$ cat src/rtl/mem_stage_pkg.sv
// Shared types and helpers for the MEM pipeline stage: FSM states, funct3 encodings,
// and the byte-lane size/alignment helpers used by both the stage and the bench.
package mem_stage_pkg;

  typedef enum logic [1:0] {
    IDLE = 2'd0,
    REQ  = 2'd1,
    WAIT = 2'd2
  } state_t;

  localparam logic [2:0] F3_LB  = 3'b000;
  localparam logic [2:0] F3_LH  = 3'b001;
  localparam logic [2:0] F3_LW  = 3'b010;
  localparam logic [2:0] F3_LD  = 3'b011;
  localparam logic [2:0] F3_LBU = 3'b100;
  localparam logic [2:0] F3_LHU = 3'b101;
  localparam logic [2:0] F3_LWU = 3'b110;

  localparam logic [2:0] F3_SB  = 3'b000;
  localparam logic [2:0] F3_SH  = 3'b001;
  localparam logic [2:0] F3_SW  = 3'b010;
  localparam logic [2:0] F3_SD  = 3'b011;

  // funct3[1:0] encodes the access size for every legal load and store
  function automatic logic [7:0] size_mask(input logic [1:0] sz);
    case (sz)
      2'd0:    size_mask = 8'h01;
      2'd1:    size_mask = 8'h03;
      2'd2:    size_mask = 8'h0F;
      default: size_mask = 8'hFF;
    endcase
  endfunction

  function automatic logic misaligned(input logic [1:0] sz, input logic [2:0] off);
    case (sz)
      2'd0:    misaligned = 1'b0;
      2'd1:    misaligned = off[0];
      2'd2:    misaligned = |off[1:0];
      default: misaligned = |off;
    endcase
  endfunction

endpackage

$ cat src/rtl/memory_access_if.sv
// Data-bus request/response port of the MEM stage; master is the stage, slave is memory.
interface memory_access_if;

  logic        dreq_valid;
  logic        dreq_ready;
  logic [63:0] dreq_addr;
  logic        dreq_write;
  logic [63:0] dreq_wdata;
  logic [7:0]  dreq_wstrb;
  logic        dresp_valid;
  logic [63:0] dresp_data;

  modport master (
    output dreq_valid, dreq_addr, dreq_write, dreq_wdata, dreq_wstrb,
    input  dreq_ready, dresp_valid, dresp_data
  );

  modport slave (
    input  dreq_valid, dreq_addr, dreq_write, dreq_wdata, dreq_wstrb,
    output dreq_ready, dresp_valid, dresp_data
  );

endinterface

$ cat src/rtl/load_align.sv
// Combinational load aligner: shifts the byte at offset down to lane 0, then sign/zero-extends.
module load_align
  import mem_stage_pkg::*;
(
  input  logic [63:0] dresp_data,
  input  logic [2:0]  offset,
  input  logic [2:0]  funct3,
  output logic [63:0] result
);

  logic [63:0] shifted;

  assign shifted = dresp_data >> {offset, 3'b000};

  always_comb begin
    result = shifted;
    case (funct3)
      F3_LB:   result = {{56{shifted[7]}},  shifted[7:0]};
      F3_LH:   result = {{48{shifted[15]}}, shifted[15:0]};
      F3_LW:   result = {{32{shifted[31]}}, shifted[31:0]};
      F3_LBU:  result = {56'd0, shifted[7:0]};
      F3_LHU:  result = {48'd0, shifted[15:0]};
      F3_LWU:  result = {32'd0, shifted[31:0]};
      default: result = shifted;
    endcase
  end

endmodule

$ cat src/rtl/memory_access.sv
// MEM stage: non-memory and faulting ops reach the MEM/WB latch one edge after acceptance;
// loads/stores hold out_stall high through REQ/WAIT and land on the bus response edge.
module memory_access
  import mem_stage_pkg::*;
#(
  parameter int BUS_DATA_WIDTH = 64
) (
  input  logic                      clk,
  input  logic                      reset_n,
  input  logic                      in_valid,
  input  logic [BUS_DATA_WIDTH-1:0] in_alu_data,
  input  logic [BUS_DATA_WIDTH-1:0] in_store_data,
  input  logic                      in_mem_read,
  input  logic                      in_mem_write,
  input  logic [2:0]                in_funct3,
  input  logic [4:0]                in_dest_reg,
  input  logic                      in_reg_write,
  input  logic                      in_mem_or_reg,
  output logic                      out_stall,
  memory_access_if.master           bus,
  output logic                      out_valid,
  output logic [BUS_DATA_WIDTH-1:0] out_read_data,
  output logic [BUS_DATA_WIDTH-1:0] out_alu_data,
  output logic [4:0]                out_dest_reg,
  output logic                      out_reg_write,
  output logic                      out_mem_or_reg,
  output logic                      out_fault
);

  state_t state, state_nxt;

  logic [2:0]                h_off;
  logic [2:0]                h_f3;
  logic                      h_write;
  logic [4:0]                h_dest;
  logic                      h_reg_write;
  logic                      h_mem_or_reg;
  logic [BUS_DATA_WIDTH-1:0] h_alu;
  logic [63:0]               load_data;

  logic       accept, is_mem, f3_ok, bad, mem_go, resp_hit;
  logic [2:0] in_off;

  assign in_off   = in_alu_data[2:0];
  assign accept   = (state == IDLE) && in_valid;
  assign is_mem   = in_mem_read | in_mem_write;
  assign f3_ok    = in_mem_write ? (in_funct3 inside {F3_SB, F3_SH, F3_SW, F3_SD})
                                 : (in_funct3 inside {F3_LB, F3_LH, F3_LW, F3_LD,
                                                      F3_LBU, F3_LHU, F3_LWU});
  assign bad      = is_mem && (!f3_ok || misaligned(in_funct3[1:0], in_off));
  assign mem_go   = accept && is_mem && !bad;
  // Responses outside WAIT belong to nothing we issued (e.g. abandoned by reset)
  assign resp_hit = (state == WAIT) && bus.dresp_valid;

  always_ff @(posedge clk or negedge reset_n) begin
    if (!reset_n) state <= IDLE;
    else          state <= state_nxt;
  end

  always_comb begin
    state_nxt      = state;
    out_stall      = 1'b0;
    bus.dreq_valid = 1'b0;
    case (state)
      IDLE: if (mem_go) state_nxt = REQ;
      REQ: begin
        out_stall      = 1'b1;
        bus.dreq_valid = 1'b1;
        if (bus.dreq_ready) state_nxt = WAIT;
      end
      WAIT: begin
        out_stall = 1'b1;
        if (bus.dresp_valid) state_nxt = IDLE;
      end
      default: state_nxt = IDLE;
    endcase
  end

  // Request and holding registers only change on capture, so dreq_* is stable in REQ
  always_ff @(posedge clk or negedge reset_n) begin
    if (!reset_n) begin
      bus.dreq_addr  <= '0;
      bus.dreq_write <= 1'b0;
      bus.dreq_wdata <= '0;
      bus.dreq_wstrb <= '0;
      h_off          <= '0;
      h_f3           <= '0;
      h_write        <= 1'b0;
      h_dest         <= '0;
      h_reg_write    <= 1'b0;
      h_mem_or_reg   <= 1'b0;
      h_alu          <= '0;
    end else if (mem_go) begin
      bus.dreq_addr  <= {in_alu_data[63:3], 3'b000};
      bus.dreq_write <= in_mem_write;
      bus.dreq_wdata <= in_mem_write ? (in_store_data << {in_off, 3'b000}) : '0;
      bus.dreq_wstrb <= in_mem_write ? (size_mask(in_funct3[1:0]) << in_off) : 8'h00;
      h_off          <= in_off;
      h_f3           <= in_funct3;
      h_write        <= in_mem_write;
      h_dest         <= in_dest_reg;
      h_reg_write    <= in_reg_write;
      h_mem_or_reg   <= in_mem_or_reg;
      h_alu          <= in_alu_data;
    end
  end

  load_align u_load_align (
    .dresp_data (bus.dresp_data),
    .offset     (h_off),
    .funct3     (h_f3),
    .result     (load_data)
  );

  // MEM/WB latch: bubble by default; out_read_data only moves on a bus response
  always_ff @(posedge clk or negedge reset_n) begin
    if (!reset_n) begin
      out_valid      <= 1'b0;
      out_read_data  <= '0;
      out_alu_data   <= '0;
      out_dest_reg   <= '0;
      out_reg_write  <= 1'b0;
      out_mem_or_reg <= 1'b0;
      out_fault      <= 1'b0;
    end else begin
      out_valid     <= 1'b0;
      out_reg_write <= 1'b0;
      out_fault     <= 1'b0;
      if (accept && (!is_mem || bad)) begin
        out_valid      <= 1'b1;
        out_fault      <= bad;
        out_reg_write  <= in_reg_write && !bad;
        out_alu_data   <= in_alu_data;
        out_dest_reg   <= in_dest_reg;
        out_mem_or_reg <= in_mem_or_reg;
      end else if (resp_hit) begin
        out_valid      <= 1'b1;
        out_reg_write  <= h_reg_write;
        out_read_data  <= h_write ? '0 : load_data;
        out_alu_data   <= h_alu;
        out_dest_reg   <= h_dest;
        out_mem_or_reg <= h_mem_or_reg;
      end
    end
  end

endmodule

$ cat src/flat_wrapper.sv
// flat-port wrapper written by rule: the top's interface ports become plain ports
module memory_access_flat import mem_stage_pkg::*;
#(
  parameter int BUS_DATA_WIDTH = 64
)
  (clk, reset_n, in_valid, in_alu_data, in_store_data, in_mem_read, in_mem_write, in_funct3, in_dest_reg, in_reg_write, in_mem_or_reg, out_stall, out_valid, out_read_data, out_alu_data, out_dest_reg, out_reg_write, out_mem_or_reg, out_fault, bus_dreq_valid, bus_dreq_addr, bus_dreq_write, bus_dreq_wdata, bus_dreq_wstrb, bus_dreq_ready, bus_dresp_valid, bus_dresp_data);
  memory_access_if bus_i ();
  input  logic clk;
  input  logic reset_n;
  input  logic in_valid;
  input  logic [BUS_DATA_WIDTH-1:0] in_alu_data;
  input  logic [BUS_DATA_WIDTH-1:0] in_store_data;
  input  logic in_mem_read;
  input  logic in_mem_write;
  input  logic [2:0] in_funct3;
  input  logic [4:0] in_dest_reg;
  input  logic in_reg_write;
  input  logic in_mem_or_reg;
  output logic out_stall;
  output logic out_valid;
  output logic [BUS_DATA_WIDTH-1:0] out_read_data;
  output logic [BUS_DATA_WIDTH-1:0] out_alu_data;
  output logic [4:0] out_dest_reg;
  output logic out_reg_write;
  output logic out_mem_or_reg;
  output logic out_fault;
  output wire logic [$bits(bus_i.dreq_valid)-1:0] bus_dreq_valid;
  output wire logic [$bits(bus_i.dreq_addr)-1:0] bus_dreq_addr;
  output wire logic [$bits(bus_i.dreq_write)-1:0] bus_dreq_write;
  output wire logic [$bits(bus_i.dreq_wdata)-1:0] bus_dreq_wdata;
  output wire logic [$bits(bus_i.dreq_wstrb)-1:0] bus_dreq_wstrb;
  input wire logic [$bits(bus_i.dreq_ready)-1:0] bus_dreq_ready;
  input wire logic [$bits(bus_i.dresp_valid)-1:0] bus_dresp_valid;
  input wire logic [$bits(bus_i.dresp_data)-1:0] bus_dresp_data;
  assign bus_dreq_valid = bus_i.dreq_valid;
  assign bus_dreq_addr = bus_i.dreq_addr;
  assign bus_dreq_write = bus_i.dreq_write;
  assign bus_dreq_wdata = bus_i.dreq_wdata;
  assign bus_dreq_wstrb = bus_i.dreq_wstrb;
  assign bus_i.dreq_ready = bus_dreq_ready;
  assign bus_i.dresp_valid = bus_dresp_valid;
  assign bus_i.dresp_data = bus_dresp_data;
  memory_access #(.BUS_DATA_WIDTH(BUS_DATA_WIDTH)) u_core (.clk(clk), .reset_n(reset_n), .in_valid(in_valid), .in_alu_data(in_alu_data), .in_store_data(in_store_data), .in_mem_read(in_mem_read), .in_mem_write(in_mem_write), .in_funct3(in_funct3), .in_dest_reg(in_dest_reg), .in_reg_write(in_reg_write), .in_mem_or_reg(in_mem_or_reg), .out_stall(out_stall), .bus(bus_i), .out_valid(out_valid), .out_read_data(out_read_data), .out_alu_data(out_alu_data), .out_dest_reg(out_dest_reg), .out_reg_write(out_reg_write), .out_mem_or_reg(out_mem_or_reg), .out_fault(out_fault));
endmodule
$ cat config.mk
export PLATFORM = sky130hd
export DESIGN_NAME = memory_access_flat
export DESIGN_NICKNAME = d
export VERILOG_FILES = /design/src/rtl/mem_stage_pkg.sv /design/src/rtl/memory_access_if.sv /design/src/rtl/load_align.sv /design/src/rtl/memory_access.sv /design/src/flat_wrapper.sv
export SDC_FILE = /design/constraint.sdc
export NUM_CORES = 1
export LEC_CHECK = 0
export ABC_AREA = 0
export CELL_PAD_IN_SITES_DETAIL_PLACEMENT = 0
export CELL_PAD_IN_SITES_GLOBAL_PLACEMENT = 1
export CORE_MARGIN = 2
export CORE_UTILIZATION = 36
export CTS_CLUSTER_DIAMETER = 100
export DETAILED_ROUTE_END_ITERATION = 8
export PLACE_DENSITY_LB_ADDON = 0.1
export REMOVE_ABC_BUFFERS = 1
export SYNTH_ARGS = -nofsm -noshare
export SYNTH_HDL_FRONTEND = slang
export SYNTH_SLANG_ARGS = --single-unit
export TNS_END_PERCENT = 5
$ cat constraint.sdc
create_clock -name clk -period 3.7 [get_ports clk]
set_input_delay 1.11 -clock clk [delete_from_list [all_inputs] [get_ports clk]]
set_output_delay 1.11 -clock clk [all_outputs]
set_load 0.01 [all_outputs]
==> run_results.csv <==
group,metric,value,unit
yosys,syn_area_per_cell,10.7,um^2
worst_setup_path,critical_path_arrival,1.88,ns
clocking,hold_buffers,0,
clocking,clock_root_buffer,"sky130_fd_sc_hd__clkbuf_16",
global_routing,grt_first_pass_wirelength,80.4,mm
floorplan,die_outline_width,210,um
worst_setup_path,worst_setup_path_end_kind,"output port",
power,ir_worst_vdd,0.435,mV
clocking,postCtsSetupBuffers,0,
sta,fin_tns_setup,0,ns
yosys,synth_async_sr_flop_share,100,%
drt,vias,12600,
floorplan,core_region_area,0.0419,mm^2
sta,finalWorstPathRequiredPeriod,2.99,ns
drt,routed_wirelength,52.8,mm
layout,final_layout_size_suffix_gt1_share,13.2,%
yosys,post_synth_instance_area,0.0152,mm^2
clocking,h-tree-depth,2,
sta,final_min_period_over_clock_period,80.8,%
layout,final_common_cell,"sky130_fd_sc_hd__clkdlybuf4s50_1",
layout,layout-area-overhead-vs-synth,40.7,%
sta,tightest_pin_transition,1.07,ns
drt,drc,0,
layout,top_regs,"u_core.bus.dreq_wdata x64, u_core.out_alu_data x64, u_core.out_read_data x64",
place,port_buf_inserts,481,
drt,first_pass_drt_iterations,5,
global_routing,antenna_violations_before_repair,5,
place,dp.final_hpwl,37.1,mm
yosys,ys_seq_area_share,47.0,%
layout,most-common-layout-cells,"sky130_fd_sc_hd__clkdlybuf4s50_1, sky130_fd_sc_hd__dfrtp_1, sky130_fd_sc_hd__nand2_1, sky130_fd_sc_hd__mux2i_1, sky130_fd_sc_hd__o21ai_0",
sta,setup_viol,0,
sta,finalHoldViolCount,0,
clocking,clock_latency,0.55,ns
floorplan,io-pin-count,485,
sta,final_ws_setup,0.709,ns
run,timing.max_cap.violations,0,
power,power_leakage,9.42,nW
drt,drt_first_iter_violations,712,
yosys,yosys_register_bits,286,
yosys,ys.flop_type,"sky130_fd_sc_hd__dfrtp_1",
worst_setup_path,timing.critical_path.fanout_max,3,
worst_setup_path,crit_path_max_incr_delay,0.61,ns
sta,maxSlewHeadroom,28.7,%
clocking,clkSinkCount,286,
worst_setup_path,critPathBufInv,2,
place,routabilityCongestion,0.860,
floorplan,fp-row-count,75,
worst_setup_path,worst_ep_required_time,2.59,ns
layout,fill_cells,3812,
yosys,netlist_instances,1425,
yosys,synthDistinctLibCells,51,
layout,finalNetCount,2021,
layout,fin_util,51.2,%
sta,worst_clock_skew,0.0160,ns
sta,timing_max_transition_violations_final,0,
clocking,cts_repair_resize_count,0,
min_path,min_path_type,"flop to flop",
yosys,ys_warn_count,0,
drt,vias_per_cell,5.31,
floorplan,fp.dieArea,0.0440,mm^2
worst_setup_path,type_of_the_worst_setup_path,"flop to output port",
floorplan,die_y,210,um
worst_setup_path,crit_slowest_cell,"sky130_fd_sc_hd__clkdlybuf4s50_1",
layout,stdcell_area,0.0214,mm^2
clocking,clk_path_buf_depth,3,
global_routing,grt_pass1_vias,12900,
place,dpl.cell_count,2309,
power,power.density,796,mW/mm^2
worst_setup_path,path_delay_family,"buffers and inverters",
drt,average_wire_per_standard_cell,22.3,um
drt,final_antenna_net_count,0,
global_routing,globalRouteTotalUtil,23.7,%
clocking,tritoncts_clock_tree,"yes",
clocking,tritoncts.num_buffers,36,
clocking,path_clk_slew,0.06,ns
sta,unrepaired_setup_endpoints_after_global_routing,"false",
layout,fin_cells,2370,
worst_setup_path,chain_of_cells_forming_the_critical_path,"inv_1 -> ha_1 -> clkdlybuf4s50_1",
global_routing,global_route.overflow_total,0,
place,dpl_worst_slack,0.192,ns
yosys,edff_count_synth,0,
worst_setup_path,critPathLaunchType,"flop",
place,placement.cell_area,0.0203,mm^2
sta,fmax,0.334,GHz
global_routing,maximum_number_of_pins_on_one_net_before_global_route_repair,76,
run_status,outcome,"finished clean",
floorplan,start_util,36.4,%
[layer usage]
layer	global-route usage [%]	part of all wire [%]
met1	31.3	43
met2	37.4	46
met3	7.35	7.7
met4	7.53	3.0
met5	0	0.072
[through the flow]
step	hold WS (ns)	power [mW]
3_5_place_dp	0.466	13.8
3_3_place_gp	0.461	13.7
6_report	0.475	17.1
5_1_grt	0.496	18.1
2_1_floorplan	0.479	9.30
4_1_cts	0.482	17.3
[layout make-up]
cell class / count / area [um^2] / share of cell area (%)
Sequential cell: 286 / 7160 / 33.4
Multi-Input combinational cell: 947 / 7140 / 33.3
Timing Repair Buffer: 528 / 5320 / 24.8
Clock buffer: 55 / 1030 / 4.82
Tap cell: 539 / 674 / 3.15
Clock inverter: 5 / 57.6 / 0.269
Inverter: 9 / 33.8 / 0.158
Antenna cell: 1 / 2.50 / 0.0117
[cells by family after synthesis]
group / count (synthesis) / share of synthesized area (%)
and+or+nand+nor: 278 / 7.73
muxes: 309 / 23.1
DFF: 286 / 47.0
buffers and inverters: 194 / 6.48
AOI/OAI and AO/OA: 352 / 15.3
other: 1 / 0.0246
xor gates and xnor gates: 1 / 0.0575
adders and majority gates: 4 / 0.329
[worst reg2reg max path: cells and delay by family, from the launching register on]
family / cells / cell delay, ns
and+or+nand+nor: 1 / 0.43
AOI/OAI and AO/OA: 4 / 0.99
DFF: 1 / 0.61
buffers and inverters: 2 / 0.62
[cell usage after synthesis (all sizes together), types with 6 or more instances]
| cell | n | area [um^2] |
|---|---|---|
| a21oi | 22 | 114 |
| dfrtp | 286 | 7160 |
| a211oi | 22 | 170 |
| mux4 | 23 | 518 |
| nand2b | 12 | 75.1 |
| nand3 | 8 | 45.0 |
| mux2i | 177 | 1770 |
| o21a | 10 | 75.1 |
| mux2 | 109 | 1230 |
| clkbuf | 94 | 353 |
| a221o | 16 | 160 |
| o2bb2ai | 7 | 61.3 |
| buf | 91 | 601 |
| o31ai | 6 | 45.0 |
| nand2 | 201 | 754 |
| a21o | 7 | 52.6 |
| a22o | 63 | 552 |
| o21ai | 158 | 791 |
| nor2 | 24 | 92.6 |
| inv | 8 | 30.0 |
| nor2b | 13 | 81.3 |
| o22ai | 20 | 125 |
[final timing paths]
path / from / cells after the start / end / slack, ns
min reg2reg: u_core.out_read_data[4] / 1 / u_core.out_read_data[4] / 0.48
min in group asynchronous: reset_n / 1 / u_core.out_read_data[4] / 0.54
min: u_core.out_read_data[4] / 1 / u_core.out_read_data[4] / 0.48
max: u_core.state[1] / 3 / bus_dreq_valid / 0.71
max reg2reg: u_core.h_alu[1] / 7 / u_core.out_read_data[32] / 0.99
max in group asynchronous: reset_n / 2 / u_core.out_alu_data[36] / 2.30
[report_power, final]
part           switching (mW)  leakage, nW  internal (mW)
combinational            3.76         5.23           4.39
clock                    1.36        0.532           1.99
sequential               1.03         3.65           4.53
Power figures use the tool's default switching activity.
